==> config.mk <==
export PLATFORM = sky130hd
export DESIGN_NAME = coin_acceptor
export DESIGN_NICKNAME = d
export VERILOG_FILES = /design/src/rtl/vending_pkg.sv /design/src/rtl/coin_debounce.sv /design/src/rtl/coin_acceptor.sv
export SDC_FILE = /design/constraint.sdc
export NUM_CORES = 1
export LEC_CHECK = 0
export CORE_MARGIN = 2
export CORE_UTILIZATION = 45
export CTS_CLUSTER_DIAMETER = 40
export CTS_CLUSTER_SIZE = 25
export DETAILED_ROUTE_END_ITERATION = 12
export GPL_ROUTABILITY_DRIVEN = 0
export MAX_ROUTING_LAYER = met4
export PLACE_DENSITY = 0.76
export RECOVER_POWER = 50
export SLEW_MARGIN = 20
export SYNTH_ARGS = -nofsm -noshare
export SYNTH_HDL_FRONTEND = slang
export SYNTH_HIERARCHICAL = 1
export SYNTH_SLANG_ARGS = --single-unit
==> constraint.sdc <==
create_clock -name Clock -period 5.13 [get_ports Clock]
set_input_delay 0.7695 -clock Clock [delete_from_list [all_inputs] [get_ports Clock]]
set_output_delay 0.7695 -clock Clock [all_outputs]
set_load 0.1 [all_outputs]
==> src/rtl/vending_pkg.sv <==
// Shared definitions for the coffee vending datapath.
// Holds the credit ceiling and large-coin value used by both the vending
// core and the coin acceptor, plus the acceptor FSM encoding.
package vending_pkg;

    localparam int unsigned MAX_CREDIT  = 16;
    localparam int unsigned LARGE_VALUE = 5;
    localparam int unsigned MONEY_W     = 5;
    localparam int unsigned SUM_W       = 6;

    typedef enum logic [1:0] {
        ACC_IDLE   = 2'b00,
        ACC_FEED   = 2'b01,
        ACC_REJECT = 2'b10
    } acc_state_t;

endpackage

==> src/rtl/coin_debounce.sv <==
// Per-sensor debouncer for a raw coin-slot sensor.
// Ports:
//   Clock, nReset : clock (rising edge), asynchronous active-low reset
//   sensor        : raw sensor level, synchronous to Clock, may bounce
//   qual_c        : one-cycle pulse in the cycle a coin becomes qualified
// A coin qualifies after DEBOUNCE_CYCLES consecutive high cycles; the sensor
// is then disarmed until it has been low for DEBOUNCE_CYCLES consecutive cycles.
module coin_debounce #(
    parameter int unsigned DEBOUNCE_CYCLES = 3
) (
    input  logic Clock,
    input  logic nReset,
    input  logic sensor,
    output logic qual_c
);

    localparam int unsigned            CNT_W    = 3;
    localparam logic [CNT_W-1:0]       CNT_LAST = CNT_W'(DEBOUNCE_CYCLES - 1);

    logic [CNT_W-1:0] cnt_q;
    logic             armed_q;
    logic             level_hit_c;

    // Armed: count highs toward a qualification. Disarmed: count lows toward re-arm.
    assign level_hit_c = armed_q ? sensor : ~sensor;
    assign qual_c      = armed_q & sensor & (cnt_q == CNT_LAST);

    // Run-length counter; a completed run toggles the arm state.
    always_ff @(posedge Clock or negedge nReset) begin
        if (!nReset) begin
            cnt_q   <= '0;
            armed_q <= 1'b1;
        end else if (!level_hit_c) begin
            cnt_q   <= '0;
        end else if (cnt_q == CNT_LAST) begin
            cnt_q   <= '0;
            armed_q <= ~armed_q;
        end else begin
            cnt_q   <= cnt_q + CNT_W'(1);
        end
    end

endmodule

==> src/rtl/coin_acceptor.sv <==
// Coin acceptor feeding the coffee vending core.
// Ports:
//   Clock, nReset          : clock (rising edge), asynchronous active-low reset
//   Coin_Small, Coin_Large : raw coin sensors (1 unit / LARGE_VALUE units)
//   Money                  : current credit held by the vending core
//   Vend_Idle              : core is in NORMAL and counts Input_Money
//   Input_Money            : one-cycle pulse, one credit unit each
//   Coin_Return            : one-cycle pulse ejecting a rejected coin
//   Return_Large           : qualifies Coin_Return, 1 = large coin ejected
//   Accept_Busy            : credit pending or a qualified coin unevaluated
// Coins are accepted only if the core's credit can never exceed MAX_CREDIT.
module coin_acceptor
    import vending_pkg::MONEY_W, vending_pkg::SUM_W, vending_pkg::acc_state_t,
           vending_pkg::ACC_IDLE, vending_pkg::ACC_FEED, vending_pkg::ACC_REJECT;
#(
    parameter int unsigned DEBOUNCE_CYCLES = 3,
    parameter int unsigned MAX_CREDIT      = vending_pkg::MAX_CREDIT,
    parameter int unsigned LARGE_VALUE     = vending_pkg::LARGE_VALUE
) (
    input  logic               Clock,
    input  logic               nReset,
    input  logic               Coin_Small,
    input  logic               Coin_Large,
    input  logic [MONEY_W-1:0] Money,
    input  logic               Vend_Idle,
    output logic               Input_Money,
    output logic               Coin_Return,
    output logic               Return_Large,
    output logic               Accept_Busy
);

    logic               small_qual_c;
    logic               large_qual_c;

    acc_state_t         state_q;
    acc_state_t         state_d;
    logic [MONEY_W-1:0] pending_q;
    logic [MONEY_W-1:0] pending_d;
    logic               small_evt_q;
    logic               small_evt_d;
    logic               large_evt_q;
    logic               large_evt_d;

    logic               deliver_c;
    logic               eval_large_c;
    logic               eval_small_c;
    logic               fits_c;
    logic               accept_c;
    logic               reject_c;
    logic [MONEY_W-1:0] coin_val_c;
    logic [MONEY_W-1:0] pend_after_emit_c;
    logic [SUM_W-1:0]   credit_sum_c;

    logic               input_money_d;
    logic               coin_return_d;
    logic               return_large_d;
    logic               accept_busy_d;

    coin_debounce #(.DEBOUNCE_CYCLES(DEBOUNCE_CYCLES)) u_small_deb (
        .Clock  (Clock),
        .nReset (nReset),
        .sensor (Coin_Small),
        .qual_c (small_qual_c)
    );

    coin_debounce #(.DEBOUNCE_CYCLES(DEBOUNCE_CYCLES)) u_large_deb (
        .Clock  (Clock),
        .nReset (nReset),
        .sensor (Coin_Large),
        .qual_c (large_qual_c)
    );

    // FSM state register.
    always_ff @(posedge Clock or negedge nReset) begin
        if (!nReset) begin
            state_q <= ACC_IDLE;
        end else begin
            state_q <= state_d;
        end
    end

    // Evaluation, pending credit, event flags, next state and next outputs.
    always_comb begin
        state_d           = state_q;
        deliver_c         = Input_Money & Vend_Idle;
        eval_large_c      = (state_q != ACC_REJECT) & large_evt_q;
        eval_small_c      = (state_q != ACC_REJECT) & ~large_evt_q & small_evt_q;
        coin_val_c        = eval_large_c ? MONEY_W'(LARGE_VALUE) : MONEY_W'(1);
        credit_sum_c      = SUM_W'(Money) + SUM_W'(pending_q) + SUM_W'(coin_val_c);
        fits_c            = (credit_sum_c <= SUM_W'(MAX_CREDIT));
        accept_c          = (eval_large_c | eval_small_c) & fits_c;
        reject_c          = (eval_large_c | eval_small_c) & ~fits_c;

        // Pending drops on the same edge the core counts the pulse, so
        // Money + Pending stays exact for the headroom check.
        pend_after_emit_c = pending_q - MONEY_W'(deliver_c);
        pending_d         = pend_after_emit_c + (accept_c ? coin_val_c : MONEY_W'(0));

        // A fresh qualification wins over clearing the evaluated flag.
        large_evt_d       = (large_evt_q & ~eval_large_c) | large_qual_c;
        small_evt_d       = (small_evt_q & ~eval_small_c) | small_qual_c;

        if (reject_c) begin
            state_d = ACC_REJECT;
        end else begin
            case (state_q)
                ACC_IDLE:   if (pending_d != '0) state_d = ACC_FEED;
                ACC_FEED:   if ((pending_d == '0) && !small_evt_d && !large_evt_d) state_d = ACC_IDLE;
                ACC_REJECT: state_d = (pending_d != '0) ? ACC_FEED : ACC_IDLE;
                default:    state_d = ACC_IDLE;
            endcase
        end

        // Next pulse only if credit remains after the one currently in flight.
        input_money_d     = Vend_Idle & (pend_after_emit_c != '0);
        coin_return_d     = (state_d == ACC_REJECT);
        return_large_d    = reject_c & eval_large_c;
        accept_busy_d     = (pending_d != '0) | small_evt_d | large_evt_d;
    end

    // Datapath and output registers.
    always_ff @(posedge Clock or negedge nReset) begin
        if (!nReset) begin
            pending_q    <= '0;
            small_evt_q  <= 1'b0;
            large_evt_q  <= 1'b0;
            Input_Money  <= 1'b0;
            Coin_Return  <= 1'b0;
            Return_Large <= 1'b0;
            Accept_Busy  <= 1'b0;
        end else begin
            pending_q    <= pending_d;
            small_evt_q  <= small_evt_d;
            large_evt_q  <= large_evt_d;
            Input_Money  <= input_money_d;
            Coin_Return  <= coin_return_d;
            Return_Large <= return_large_d;
            Accept_Busy  <= accept_busy_d;
        end
    end

endmodule
=== Word-level counts from Yosys, hierarchy flattened ===
Index checks and enable logic that the tools add are counted.

* $add $sub $neg: 6
* Magnitude comparators: 1
* Equal/unequal tests: 6
* Muxes and demuxes: 13
* Bitwise logic cells: 27
* Reduce and logical (&&, ||, !) cells: 10

{| class="wikitable"
|+ Operators by type and width
! operator !! number
|-
| $mux W3 || 6
|-
| $and A1 B1 Y1 || 14
|-
| $reduce_bool A5 Y1 || 2
|-
| $not A1 Y1 || 8
|-
| $add A3 B1 Y3 const B || 2
|-
| $add A5 B5 Y6 || 1
|-
| $add A6 B3 Y6 || 1
|-
| $eq A3 B2 Y1 const B || 2
|-
| $le A6 B5 Y1 const B || 1
|-
| $mux W2 || 3
|-
| $pmux W2 S3 || 1
|-
| $add A5 B3 Y5 || 1
|-
| $logic_not A5 Y1 || 1
|-
| $or A1 B1 Y1 || 5
|-
| $sub A5 B1 Y5 || 1
|-
| $eq A2 B2 Y1 const B || 2
|-
| $reduce_and A2 Y1 || 2
|-
| $mux W1 || 3
|-
| $eq A2 B1 Y1 const B || 1
|-
| $logic_and A1 B1 Y1 || 2
|-
| $logic_not A1 Y1 || 2
|-
| $logic_not A2 Y1 || 1
|-
| $ne A2 B2 Y1 const B || 1
|}

* Flip-flop bits (word level): 21
* Bits of input ports: 10
* Output and inout port bits: 4
* Logic and storage cells: 75

=== Depth between registers and ports, before layout ===
Gate-level depths: netlist of run 1.

* Depth after elaboration: 15
* Mapped depth: 17
* Depth with buffers taken out: 17

=== Modules after synthesis ===
Netlist of run 1, hierarchy kept.

{| class="wikitable"
|+ By module, submodules not included
! module !! times used !! cells an instance !! area each (um^2) !! sequential area each (um^2)
|-
| coin_acceptor || 1 || 87 || 899.6 || 325.3
|-
| coin_debounce at u_large_deb || 1 || 16 || 211.5 || 101.3
|-
| coin_debounce at u_small_deb || 1 || 16 || 200.2 || 101.3
|}

=== Worst setup path before layout of run 1 ===
OpenSTA, ideal clock, no wires.

* Path type: input -> register
* Start: input Money[2]
* End: register state_q[0]
* Setup time: 0.138 ns
* Arrival: 3.698 ns
* Required time: 4.992 ns
* Setup slack: 1.295 ns
* Stages: 14
* Buffers on the path: 0
* Path through: fa_1 > inv_1 > fa_1 > nand2b_1 > a21oi_1 > xor2_1 > a21o_1 > nor3_1 > ha_1 > ha_1 > a21oi_1 > or4_1 > a31oi_1 > a222oi_1

* Cells in the longest elaborated chain, start to end: 12
* Elaborated cells between the ends (all ways): 17
* Those cells by class: 3 x add/sub; 1 x order compare; 6 x mux; 3 x bitwise; 4 x reduce/logical

{| class="wikitable"
|+ Ends and longest elaborated chain
! element !! RTL line !! source
|-
| from (decl) || coin_acceptor.sv:24 || <nowiki>input logic [MONEY_W-1:0] Money,</nowiki>
|-
| $add A5 B5 Y6 * || coin_acceptor.sv:89 || <nowiki>credit_sum_c = SUM_W'(Money) + SUM_W'(pending_q) + SUM_W'(coin_val_c);</nowiki>
|-
| $add A6 B3 Y6 * || coin_acceptor.sv:89 ||
|-
| $le A6 B5 Y1 * || coin_acceptor.sv:90 || <nowiki>fits_c = (credit_sum_c <= SUM_W'(MAX_CREDIT));</nowiki>
|-
| $and A1 B1 Y1 || coin_acceptor.sv:91 || <nowiki>accept_c = (eval_large_c | eval_small_c) & fits_c;</nowiki>
|-
| $mux W3 || coin_acceptor.sv:97 || <nowiki>pending_d = pend_after_emit_c + (accept_c ? coin_val_c : MONEY_W'(0));</nowiki>
|-
| $add A5 B3 Y5 || coin_acceptor.sv:97 ||
|-
| $logic_not A5 Y1 || coin_acceptor.sv:108 || <nowiki>ACC_FEED: if ((pending_d == '0) && !small_evt_d && !large_evt_d) state_d = ACC_IDLE;</nowiki>
|-
| $logic_and A1 B1 Y1 (2 in series) || coin_acceptor.sv:108 ||
|-
| $mux W2 || coin_acceptor.sv:108 ||
|-
| $pmux W2 S3 || coin_acceptor.sv:106 || <nowiki>case (state_q)</nowiki>
|-
| $mux W2 * || coin_acceptor.sv:103 || <nowiki>if (reject_c) begin</nowiki>
|-
| named net state_d[0] || coin_acceptor.sv:36 || <nowiki>acc_state_t state_d;</nowiki>
|-
| to (signal assigned) || coin_acceptor.sv:78 || <nowiki>state_q <= state_d;</nowiki>
|-
| to (decl) || coin_acceptor.sv:35 || <nowiki>acc_state_t state_q;</nowiki>
|}

The timed path passes the listed nets; every way through them passes the cells marked *.
A chain may end at the register's enable or synchronous reset.

=== Worst setup path after layout of run 1 ===
Ends and elaborated chain as after synthesis.

==> impl_summary.md, run 1 <==
Clock tree
CTS built an H-tree with a depth of 1. The number of setup buffers added after CTS is 0. The clock latency on the worst-skew pair is 290 ps. TritonCTS built the clock tree. The buffer depth of the longest clock path is 2. The clock drives 21 sinks. The number of buffers created by CTS is 3.

The total of cells resized after clock tree synthesis is 0. The tree is rooted in a clkbuf_4. Hold repair after CTS inserted 0 buffers. The clock-pin slew reported for the worst setup and hold paths after clock tree synthesis is 110 ps.

Yosys
The number of cells produced by synthesis is 119. The fraction of synthesis flops using an asynchronous set or reset pin is 100.0%. In this run, synthesis inferred 0 flip-flops with an integrated enable. Counting every net in the synthesized netlist gives 146.

Sequential cells were found to cover 40.27% of the synthesized design area. Among all flip-flop cells after synthesis, the most frequent one is dfrtp_1. The number of different library cells used by synthesis comes to 35. The number of flip-flops and latches in the synthesized netlist is 21. The netlist area before placement is 1311 µm². The mean area per synthesized cell is 11.02 µm². The number of warnings reported in the yosys synthesis log is 6.

Route
The wire length on met1 is 969 µm. The count of antenna-violating nets left after detailed routing is 0. In this run, the number of DRC markers left after iteration 0 of detailed routing was 14. The first TritonRoute pass finished after 4 iterations.

Using the TritonRoute via totals, the vias-per-cell ratio works out to 5.323. Summed over all layers, the routed wires come to 2251 µm. Routed signal wires occupy layers up through met4. The total via count in the routed design is 889. Dividing the detail-routed wire length by the instance count gives 13.48 µm. Wire segments on met2 add up to 1165 µm in the final route.

Detailed routing placed a total of 71 µm of wire on met3. The final routed DRC violation total is 0.

Setup path
The endpoint required time on the critical path is 5300 ps. The most critical setup path has its startpoint at Money[2]. In this run the worst path has a maximum fanout of 3.

The worst flop-to-flop path startpoint is state_q[0]. The critical path data arrival time is 4400 ps. The worst setup path is launched from a primary input.

The critical path start-end classification is in2reg. STA classifies the critical path endpoint as a register.

Floorplan
The initial utilization of the core area, before any placement, comes to 47.55%. The area of the core region is 2758 µm². The overall die height is 57.98 µm. The width of the chip is 57.98 µm. In this run the core area contains 19 standard-cell rows.

The die covers 3362 µm². In this run the count of I/O pins placed on the die edge is 14.

Pwr
In this run the static leakage power is 0.6964 nW. Of the total power, the clock network draws 9.6%. The logic gate share of total power is 54.0%. VDD sags by at most 319.5 µV. The internal portion of the total power is 0.4485 mW.

The switching part of the total is 43.99%. Of the total power, registers draw 36.4%. Power comes to 0.8008 mW. In this run the power spent charging and discharging nets is 0.3523 mW. Dividing total power by cell area gives a power density of 530.3 nW/µm².

Min path
In this run the worst hold path is classified as reg2reg. The source of the worst hold timing path is state_q[1].

Timing
For the pin with the worst max-slew slack, the measured transition is 971.5 ps. The final-report hold violation count is 0. For the finished layout, the period the worst path requires is 4232 ps. The worst hold-check slack is 514.3 ps. For the final routed database, the setup TNS stands at 0 ps.

The remaining max-slew budget at the tightest pin is 35.03%. Setup violations remaining at the end of the flow were counted as 0. Static timing analysis puts the maximum clock frequency at 236.3 MHz. Setup repair after global routing left no endpoint under its margin.

The clock skew is 0.6743 ps. The post-route fraction of the period consumed by the critical path is 82.49%. The max-slew violation count came to 0.

GRT
The wire length of the first global-routing pass is 4243 µm. Global routing consumed, over all layers together, 17.04% of the routing resources. The total grt overflow is 0. The number of antenna violations at the first check in global routing came to 0. Entering global routing, the biggest net connects 22 pins. The via count of the first global-routing pass was 1,016.

Job
Max-cap violations in this run came to 0.

Run status
The run finished with clean final reports.

Finish
Counting the fill cells in the layout gives 257. The sequential standard cell area is 528.0 µm². The share of post-route cells with drive strength above 1 is 9.559%. Relative to the synthesized area, the layout overhead comes to 15.17%.

The number of nets in the layout is 164. The antenna diode count is 0. The multi-input combinational cells in the finished layout cover a total of 742.0 µm².

Placement
The HPWL after detailed placement is 1831 µm. The count of buffers inserted at the top-level ports is 13.
[flip-flops by register name, summed over array words and instances, names as in the netlist]
| register | flops |
|---|---|
| pending_q | 5 |
| u_large_deb/cnt_q | 3 |
| u_small_deb/cnt_q | 3 |
| state_q | 2 |
| Accept_Busy | 1 |
| Coin_Return | 1 |
| Input_Money | 1 |
| Return_Large | 1 |
| large_evt_q | 1 |
| small_evt_q | 1 |
| u_large_deb/armed_q | 1 |
| u_small_deb/armed_q | 1 |
[layer usage]
| layer | global-route usage [%] | vias up |
|---|---|---|
| met5 | - | - |
| met3 | 2.455 | 4 |
| li1 | - | 453 |
| met1 | 20.00 | 420 |
| met4 | 9.302 | 0 |
| met2 | 28.08 | 12 |
[layout by cell type, fill, tap and decap left out, types with 3 or more instances in the layout]
cell and instances:
nor3_1 5, a21o_1 3, ha_1 15, and2_1 3, inv_1 10, nand3b_1 4, clkdlybuf4s50_1 10, a21oi_1 8
xor2_1 7, dfrtp_1 19, clkbuf_4 3, nand2b_1 5, nor2b_1 3, nor2_1 5, dlygate4sd3_1 3, xnor2_1 5
[synthesized netlist by cell type (3+ instances only)]
cell,instances,area share [%]
a21oi_1,8,3.1
nand3b_1,4,2.3
inv_1,10,2.9
nand2b_1,5,2.4
a21o_1,3,1.7
and2_1,3,1.4
xnor2_1,5,3.3
nor2b_1,3,1.4
ha_1,15,14
xor2_1,7,4.7
dfrtp_1,19,36
nor2_1,5,1.4
nor3_1,5,1.9
[cell type report]
class                   instances  area share (%)
multi-input cells              87           49.13
flip-flops and latches         21           34.96
repair buffers                 14           9.113
well taps                      31           2.568
inverters                      10           2.485
clock buffers                   4           1.740
[logic make-up (layout without fill, tap and decap cells)]
| logic type | after synthesis | count (layout) | share of synthesized area [%] |
|---|---|---|---|
| AND/OR/NAND/NOR | 38 | 38 | 20.61 |
| buffers and inverters | 11 | 28 | 3.149 |
| adder cells (fa/ha/maj) | 18 | 18 | 18.13 |
| AO/OA/AOI/OAI | 19 | 19 | 9.828 |
| flip-flops | 21 | 21 | 40.27 |
| XOR/XNOR | 12 | 12 | 8.015 |
[metrics by stage]
step	cells	setup WS [ps]	utilization, %	cell area [µm²]
final	167	898.4	54.76	1510
after global placement	163	689.5	53.81	1484
after global routing	167	545.5	54.76	1510
after CTS	167	875.7	54.76	1510
after floorplan	119	1295	-	1311
after detailed placement	163	543.4	53.81	1484
[power groups by stage]
stage               sequential (mW)  combinational, mW  clock [mW]
global placement              0.290              0.415           0
floorplan                     0.325              0.299           0
finish                        0.291              0.433      0.0770
global route                  0.300              0.490      0.0923
CTS                           0.292              0.436      0.0825
detailed placement            0.296              0.432           0
[worst max-delay path, cell delays in order]
cell and delay [ps]:
clkdlybuf4s50_1 440, fa_1 570, inv_1 60, fa_1 460, nand2b_1 160, a21oi_1 150, xor2_1 100, a21o_1 180
nor3_1 190, ha_1 200, ha_1 180, a21oi_1 100, or4_1 510, a31oi_1 200, a222oi_1 110
[final timing paths]
| path | end | slack [ps] | cells after the start |
|---|---|---|---|
| max in group asynchronous | state_q[1] | 3510 | 1 |
| hold / removal | state_q[0] | 510 | 1 |
| setup reg to reg | state_q[0] | 1170 | 16 |
| hold reg to reg | state_q[0] | 510 | 1 |
| setup / recovery | state_q[0] | 900 | 15 |
| min in group asynchronous | u_large_deb/cnt_q[1] | 1050 | 1 |
No activity file was read; power rests on OpenSTA's default activity.
==> run 2, diff against run 1 <==
--- a/config.mk
+++ b/config.mk
@@ -12,7 +12,7 @@
 export DETAILED_ROUTE_END_ITERATION = 12
 export GPL_ROUTABILITY_DRIVEN = 0
 export MAX_ROUTING_LAYER = met4
-export PLACE_DENSITY = 0.76
+export PLACE_DENSITY = 0.78
 export RECOVER_POWER = 50
 export SLEW_MARGIN = 20
 export SYNTH_ARGS = -nofsm -noshare
==> constraint.sdc (replaced) <==
create_clock -name Clock -period 3.5 [get_ports Clock]
set_input_delay 0.525 -clock Clock [delete_from_list [all_inputs] [get_ports Clock]]
set_output_delay 0.525 -clock Clock [all_outputs]
set_load 0.1 [all_outputs]
==> run 2 against run 1 <==
- the run now ends with setup timing left
- utilization up 8.6 points
- worst setup slack worse by 990 ps
- non-clock buffer count up 16
- clock power rose by 57%
- combinational power rose by 110%
- critical path depth rose by 1
- clock-buffer cell count down 1
- die area did not move
- first-iteration DRC count rose by 50%
- flip-flop and latch count did not move
- highest routed layer unchanged
- register-to-register slack got worse by 1300 ps
- sequential power is 47% higher
- largest power group unchanged
==> impl_summary.md, run 2 (synthesis gave the netlist of run 1 again) <==
Route
The wire length reported by the detailed router was 2737 µm (+22%). The total iterations of the first detailed-routing run is 4 (unchanged). The final routed DRC violation total is 0 (unchanged). The routed wire length per instance is 14.96 µm (+11%). The violation count after the first detailed-routing iteration came to 21 (+7). The total via count in the routed design is 980 (+10%).

The mean number of vias per cell is 5.355 (+0.60%). The count of antenna-violating nets left after detailed routing came to 0 (unchanged).

Finish
The layout-stage area growth over the synthesis result is 33.21%. The flip-flop count of the largest register, all copies and words added is 5 (unchanged). The share of post-route cells with drive strength above 1 is 30.92% (+21 points). The antenna diode count is 0 (unchanged). Leaving out fill and tap cells, the most frequent cells in the layout are dfrtp_1 (19), buf_4 (16), ha_1 (11). The final cell count without fillers is 183 (+9.6%). Ranked by flip-flop count, first place goes to pending_q. The number of nets in the layout came to 180 (+9.8%). The largest registers in the layout are pending_q (5), u_large_deb/cnt_q (3), u_small_deb/cnt_q (3). The leading cell type in the layout, fill and taps excluded is dfrtp_1.

Min path
The worst hold path belongs to the class reg2reg.

Setup path
The critical path data arrival time is 3790 ps (-610 ps). The maximum fanout along the worst path came to 3 (unchanged). The startpoint type of the worst setup path is a register.

The worst setup path is captured at a register. The critical path start-end classification is reg2reg. The endpoint required time on the critical path is 3700 ps (-1600 ps).

Floorplan
The I/O pin count came to 14 (unchanged). The overall die height is 57.98 µm (unchanged). The effective utilization at floorplan came to 47.55% (unchanged). The number of core rows is 19 (unchanged). The area enclosed by the die boundary is 3362 µm² (unchanged). The area of the core region is 2758 µm² (unchanged).

The width of the chip is 57.98 µm (unchanged).

Clock tree
The clock latency on the worst-skew pair is 310 ps (+20 ps). The maximum level of the CTS H-tree is 1 (unchanged). The number of buffers created by CTS came to 3 (unchanged).

The buffer depth of the longest clock path is 2 (unchanged). The TritonCTS clock tree is built. The buffer type at the clock tree root is clkbuf_4.

The clock-pin slew reported for the worst setup and hold paths after clock tree synthesis is 120 ps (about the same). The total number of clock tree sinks is 21 (unchanged).

Timing
After layout, the worst path uses 102.6% of the clock period. The final-report hold violation count came to 0 (unchanged). The total negative slack for setup checks is -177.7 ps (-177.7 ps). Setup repair after global routing could not meet its margin everywhere. The worst path in the final design needs a cycle of 3592 ps, including I/O delays and setup. The total of endpoints with negative setup slack in the final report came to 2 (+2). The max-slew violation count is 0 (unchanged). The remaining max-slew budget at the tightest pin is 35.52% (+0.49 points). The highest attainable clock frequency is 278.4 MHz. The worst setup slack after layout is -91.99 ps (-990.4 ps).

The slew at the pin closest to its max-slew limit is 964.2 ps (-7.356 ps). The clock skew is 5.020 ps (+4.346 ps).

Placement
The pre-CTS setup slack is -529.3 ps (-1073 ps). The placed wire-length estimate after detailed placement came to 2057 µm (+12%). The count of buffers inserted at the top-level ports was 13 (unchanged). The number of placed instances, taps included is 175 (+7.4%).

Run status
The flow ran to the end, but the final reports show violations. The final reports fail on setup timing.

GRT
The number of antenna violations at the first check in global routing is 0 (unchanged). The overall track demand over capacity in global routing is 19.25% (+2.2 points). The largest net degree at the start of global routing came to 22 (unchanged). The total grt overflow is 0 (unchanged). The via count of the first global-routing pass was 1,032 (+1.6%). The wire length of the first global-routing pass was 4754 µm (+12%).

Pwr
The power per cell area is 823.8 nW/µm² (+55%). The largest vdd supply drop is 508.6 µV (+59%). The overall power of the completed layout was 1.439 mW (+80%). The static leakage came to 0.7852 nW (+13%).

Job
The number of max-cap violations is 0 (unchanged).
==> run 2: path summary, 6_finish.rpt <==
check | cells past startpoint | endpoint | startpoint | slack (ps)
setup / recovery | 16 | state_q[0] | state_q[0] | -90
hold / removal | 1 | u_large_deb/armed_q | u_large_deb/armed_q | 540
setup reg to reg | 16 | state_q[0] | state_q[0] | -90
hold reg to reg | 1 | u_large_deb/armed_q | u_large_deb/armed_q | 540
max in group asynchronous | 1 | pending_q[4] | nReset | 2130
min in group asynchronous | 1 | small_evt_q | nReset | 790
==> run 2: per-layer routing <==
metal / vias up / GRT usage, % / wire (µm)
met2: 16 / 32.47 / 1413
li1: 485 / - / -
met4: 0 / 7.973 / 72
met1: 473 / 23.12 / 1159
met5: - / - / 0
met3: 6 / 2.679 / 91
==> run 2: layout make-up <==
class	count	area, µm²
Fill cell	230	1011
Multi-Input combinational cell	87	852.1
Sequential cell	21	528.0
Timing Repair Buffer	30	260.3
Tap cell	31	38.79
Inverter	10	37.54
Clock buffer	3	22.52
Clock inverter	1	7.507
==> run 2: per-stage QoR <==
stage	area, µm²	hold slack (ps)	util [%]
after floorplan	1373	229.4	-
after global placement	1632	516.0	59.17
after detailed placement	1632	519.9	59.17
after CTS	1707	539.8	61.89
after global routing	1747	552.8	63.34
final	1747	540.2	63.34
==> run 2: critical path, cell delays in order, from the launching register on <==
cell and delay [ps]:
dfrtp_1 430, nor2b_4 150, nor2b_4 60, fa_1 510, inv_1 60, fa_2 340, nand2b_4 150, a21oi_2 120
xor2_1 90, a21o_1 180, nor3_2 160, ha_2 220, ha_4 160, a21oi_4 60, or4_4 520, a31oi_4 190
a222oi_1 80
==> run 2: power by group <==
part           switching [mW]  internal [mW]  total [mW]
registers              0.0940          0.334       0.428
clock network          0.0770         0.0436       0.121
logic                   0.451          0.439       0.890
total                   0.622          0.816        1.44
==> run 2: timing repair <==
action,4_1_cts,5_1_grt
pin swaps,6,6
hold buffers,0,0
resized for setup,6,7
endpoints found under the setup margin,2,2
buffers inserted,3,1
==> run 3, diff against run 2 <==
--- a/config.mk
+++ b/config.mk
@@ -10,12 +10,14 @@
 export CTS_CLUSTER_DIAMETER = 40
 export CTS_CLUSTER_SIZE = 25
 export DETAILED_ROUTE_END_ITERATION = 12
+export DONT_BUFFER_PORTS = 1
 export GPL_ROUTABILITY_DRIVEN = 0
 export MAX_ROUTING_LAYER = met4
-export PLACE_DENSITY = 0.78
+export PLACE_DENSITY = 0.72
 export RECOVER_POWER = 50
 export SLEW_MARGIN = 20
 export SYNTH_ARGS = -nofsm -noshare
 export SYNTH_HDL_FRONTEND = slang
 export SYNTH_HIERARCHICAL = 1
 export SYNTH_SLANG_ARGS = --single-unit
+export TNS_END_PERCENT = 5
==> constraint.sdc (replaced) <==
create_clock -name Clock -period 3.5 [get_ports Clock]
set_input_delay 0.525 -clock Clock [delete_from_list [all_inputs] [get_ports Clock]]
set_output_delay 0.525 -clock Clock [all_outputs]
set_load 0.05 [all_outputs]
==> run 3 against run 2 <==
- the run still ends with setup timing left
- clock-buffer cell count rose by 1
- non-clock buffer count fell by 20
- routed wire length fell by 16%
- flip-flop and latch count did not move
- critical path depth rose by 1
- register-to-register slack got worse by 50 ps
- first-iteration DRC count rose by 14%
- clock power fell by 7%
- utilization fell by 9.1 points
- final cell count fell by 11%
- clock skew rose by 6.4 ps
- critical path type unchanged
==> impl_summary.md, run 3 (synthesis gave the netlist of run 1 again) <==
Run status
The flow ran to the end, but the final reports show violations. The checks that failed: setup timing.

Timing
The remaining max-slew budget at the tightest pin is 44.32% (+8.8 points). The worst setup slack after layout was -139.8 ps (-47.84 ps). The final-report hold violation count is 0 (unchanged). The slew at the pin closest to its max-slew limit was 832.5 ps (-131.6 ps). The worst hold-check slack is 61.63 ps (-478.6 ps). The post-route fraction of the period consumed by the critical path is 104.0% (+1.4 points). The total negative slack for setup checks is -274.2 ps (-96.51 ps).

The total of endpoints with negative setup slack in the final report was 2 (unchanged). The clock skew is 11.46 ps (+6.439 ps). The post-layout minimum cycle time is 3640 ps (+47.84 ps). Setup repair after global routing could not meet its margin everywhere. The highest attainable clock frequency is 274.7 MHz (-1.3%).

The max-slew violation count came to 0 (unchanged).

Setup path
In this design, the largest share of critical-path delay is due to adder cells. STA classifies the critical path endpoint as a register. The critical path start-end classification is reg2reg. The endpoint required time on the critical path came to 3680 ps (-20 ps).

The number of buffer and inverter stages on the critical path is 2 (+1). The critical path data arrival time is 3820 ps (+30 ps). STA classifies the critical path startpoint as a register. The maximum fanout along the worst path is 3 (unchanged). On the critical path, the stage with the largest delay is an instance of fa_1. The largest incremental delay on the critical path came to 530 ps (about the same). The signal on the critical path passes through nor2b_2 > nor2b_2 > fa_1 > inv_2 > fa_2 > nand2b_4 > a21oi_2 > xor2_1 > a21o_1 > nor3_2 > ha_2 > ha_4 > buf_4 > xor2_1 > or3_1 > a31oi_2 > nand2_1.

Pwr
The power per cell area is 834.9 nW/µm² (+1.4%). The cell-internal power came to 0.7221 mW (-12%). The logic gate share of total power is 54.9% (-7.0 points). The clock share of power came to 9.1% (+0.7 points).

The net switching power of the design is 0.5263 mW (-15%). The sequential fraction of design power is 36.0% (+6.3 points). The static leakage came to 0.6918 nW (-12%). The overall power of the completed layout is 1.248 mW (-13%). The switching part of the total is 42.16% (-1.1 points). The largest vdd supply drop is 553.9 µV (+8.9%).

Clock tree
The number of setup buffers added after CTS is 0 (-3). The maximum level of the CTS H-tree is 1 (unchanged). The number of buffers created by CTS is 3 (unchanged). The TritonCTS clock tree is built. Clock tree synthesis selected as its root buffer the cell clkbuf_4. The clock-pin slew reported for the worst setup and hold paths after clock tree synthesis was 120 ps (about the same).

The total number of clock tree sinks is 21 (unchanged). The clock latency on the worst-skew pair is 300 ps (about the same). The buffer depth of the longest clock path is 2 (unchanged).

Finish
The antenna diode count is 0 (unchanged). The number of nets in the layout came to 160 (-11%). The top cell types in the final layout, fill and taps aside, are dfrtp_1 (19), ha_1 (12), inv_1 (9), buf_4 (9), xor2_1 (7).

More flip-flops sit in one register than any other, and that register is pending_q. The area of all placed cells without fillers came to 1495 µm² (-14%). The share of post-route cells with drive strength above 1 was 24.24% (-6.7 points). The layout-stage area growth over the synthesis result is 14.03%. The flip-flop count of the largest register, all copies and words added is 5 (unchanged). The utilization of the core after routing was 54.22% (-9.1 points). The fill cell instance count of the final layout was 238 (+3.5%). In the final layout, the registers with the most flip-flops are pending_q (5), u_large_deb/cnt_q (3), u_small_deb/cnt_q (3). The leading cell type in the layout, fill and taps excluded is dfrtp_1.

Floorplan
The overall die height is 57.98 µm (unchanged). The area enclosed by the die boundary was 3362 µm² (unchanged). The I/O pin count was 14 (unchanged). The effective utilization at floorplan came to 47.55% (unchanged).

The width of the chip is 57.98 µm (unchanged). The number of core rows is 19 (unchanged). The area of the core region is 2758 µm² (unchanged).

GRT
The number of antenna violations at the first check in global routing was 0 (unchanged). The via count of the first global-routing pass is 921 (-11%). The total grt overflow is 0 (unchanged). The largest net degree at the start of global routing is 20 (-9.1%). The wire length of the first global-routing pass was 3995 µm (-16%). The overall track demand over capacity in global routing is 16.15% (-3.1 points).

Route
The count of antenna-violating nets left after detailed routing is 0 (unchanged). The wire length reported by the detailed router is 2308 µm (-16%). The mean number of vias per cell is 5.466 (+2.1%).

The total iterations of the first detailed-routing run is 6 (+2). The routed wire length per instance was 14.16 µm (-5.3%). The final routed DRC violation total is 0 (unchanged). The total via count in the routed design is 891 (-9.1%).

The violation count after the first detailed-routing iteration is 24 (+14%).

Min path
The path class of the lowest-slack min-delay path is in2async.

Job
The number of max-cap violations is 0 (unchanged).

Placement
The placed wire-length estimate after detailed placement is 1838 µm (-11%). The placed standard-cell area is 1450 µm² (-11%). The count of buffers inserted at the top-level ports was 0 (-13).
-- run 3: power groups by stage --
stage                     Sequential [mW]  Clock [mW]  Combinational [mW]
after global placement              0.453           0               0.627
after global routing                0.464       0.127               0.775
final                               0.449       0.113               0.686
after CTS                           0.456       0.116               0.695
after floorplan                     0.441           0               0.476
after detailed placement            0.460           0               0.661
-- run 3: path summary, 6_finish.rpt --
kind                       startpoint                  end  slack (ps)  cells past startpoint
max in group asynchronous      nReset         Return_Large        2220                      1
min reg2reg                state_q[1]           state_q[0]         480                      1
min                            nReset  u_large_deb/armed_q          60                      0
max reg2reg                state_q[0]          Accept_Busy        -140                     17
min in group Clock          Vend_Idle          Input_Money         330                      1
max                        state_q[0]          Accept_Busy        -140                     17
-- run 3: final cells by class --
cell class              instances  area, µm²  area share, %
well taps                      31      38.79          2.594
repair buffers                 10      77.57          5.188
multi-input cells              87      787.0          52.64
flip-flops and latches         21      528.0          35.31
clock buffers                   4      26.28          1.757
inverters                      10      37.54          2.510
-- run 3: worst reg2reg max path: stages, from the launching register on --
cell and delay, ps:
dfrtp_1 400, nor2b_2 140, nor2b_2 70, fa_1 530, inv_2 60, fa_2 370
nand2b_4 150, a21oi_2 120, xor2_1 220, a21o_1 160, nor3_2 60, ha_2 210
ha_4 150, buf_4 120, xor2_1 150, or3_1 320, a31oi_2 200, nand2_1 90
-- run 3: metal layers --
| metal | wire length (µm) | vias to the layer above | GRT usage, % |
|---|---|---|---|
| met3 | 73 | 2 | 2.455 |
| met5 | 0 | - | - |
| met1 | 1071 | 431 | 19.83 |
| li1 | - | 446 | - |
| met4 | 16 | 0 | 5.980 |
| met2 | 1147 | 12 | 26.95 |
-- run 3: timing repair --
action                                 CTS  global route
resized for setup                        5             2
endpoints found under the hold margin   19             0
hold buffers                             1             0
setup endpoints to repair                2             2
pin swaps                                7             0
-- run 3: per-stage QoR --
| step | std cells | setup WS, ps |
|---|---|---|
| floorplan | 119 | -118.6 |
| global placement | 158 | -182.2 |
| detailed placement | 158 | -307.5 |
| CTS | 163 | -137.7 |
| global route | 163 | -323.1 |
| finish | 163 | -139.8 |
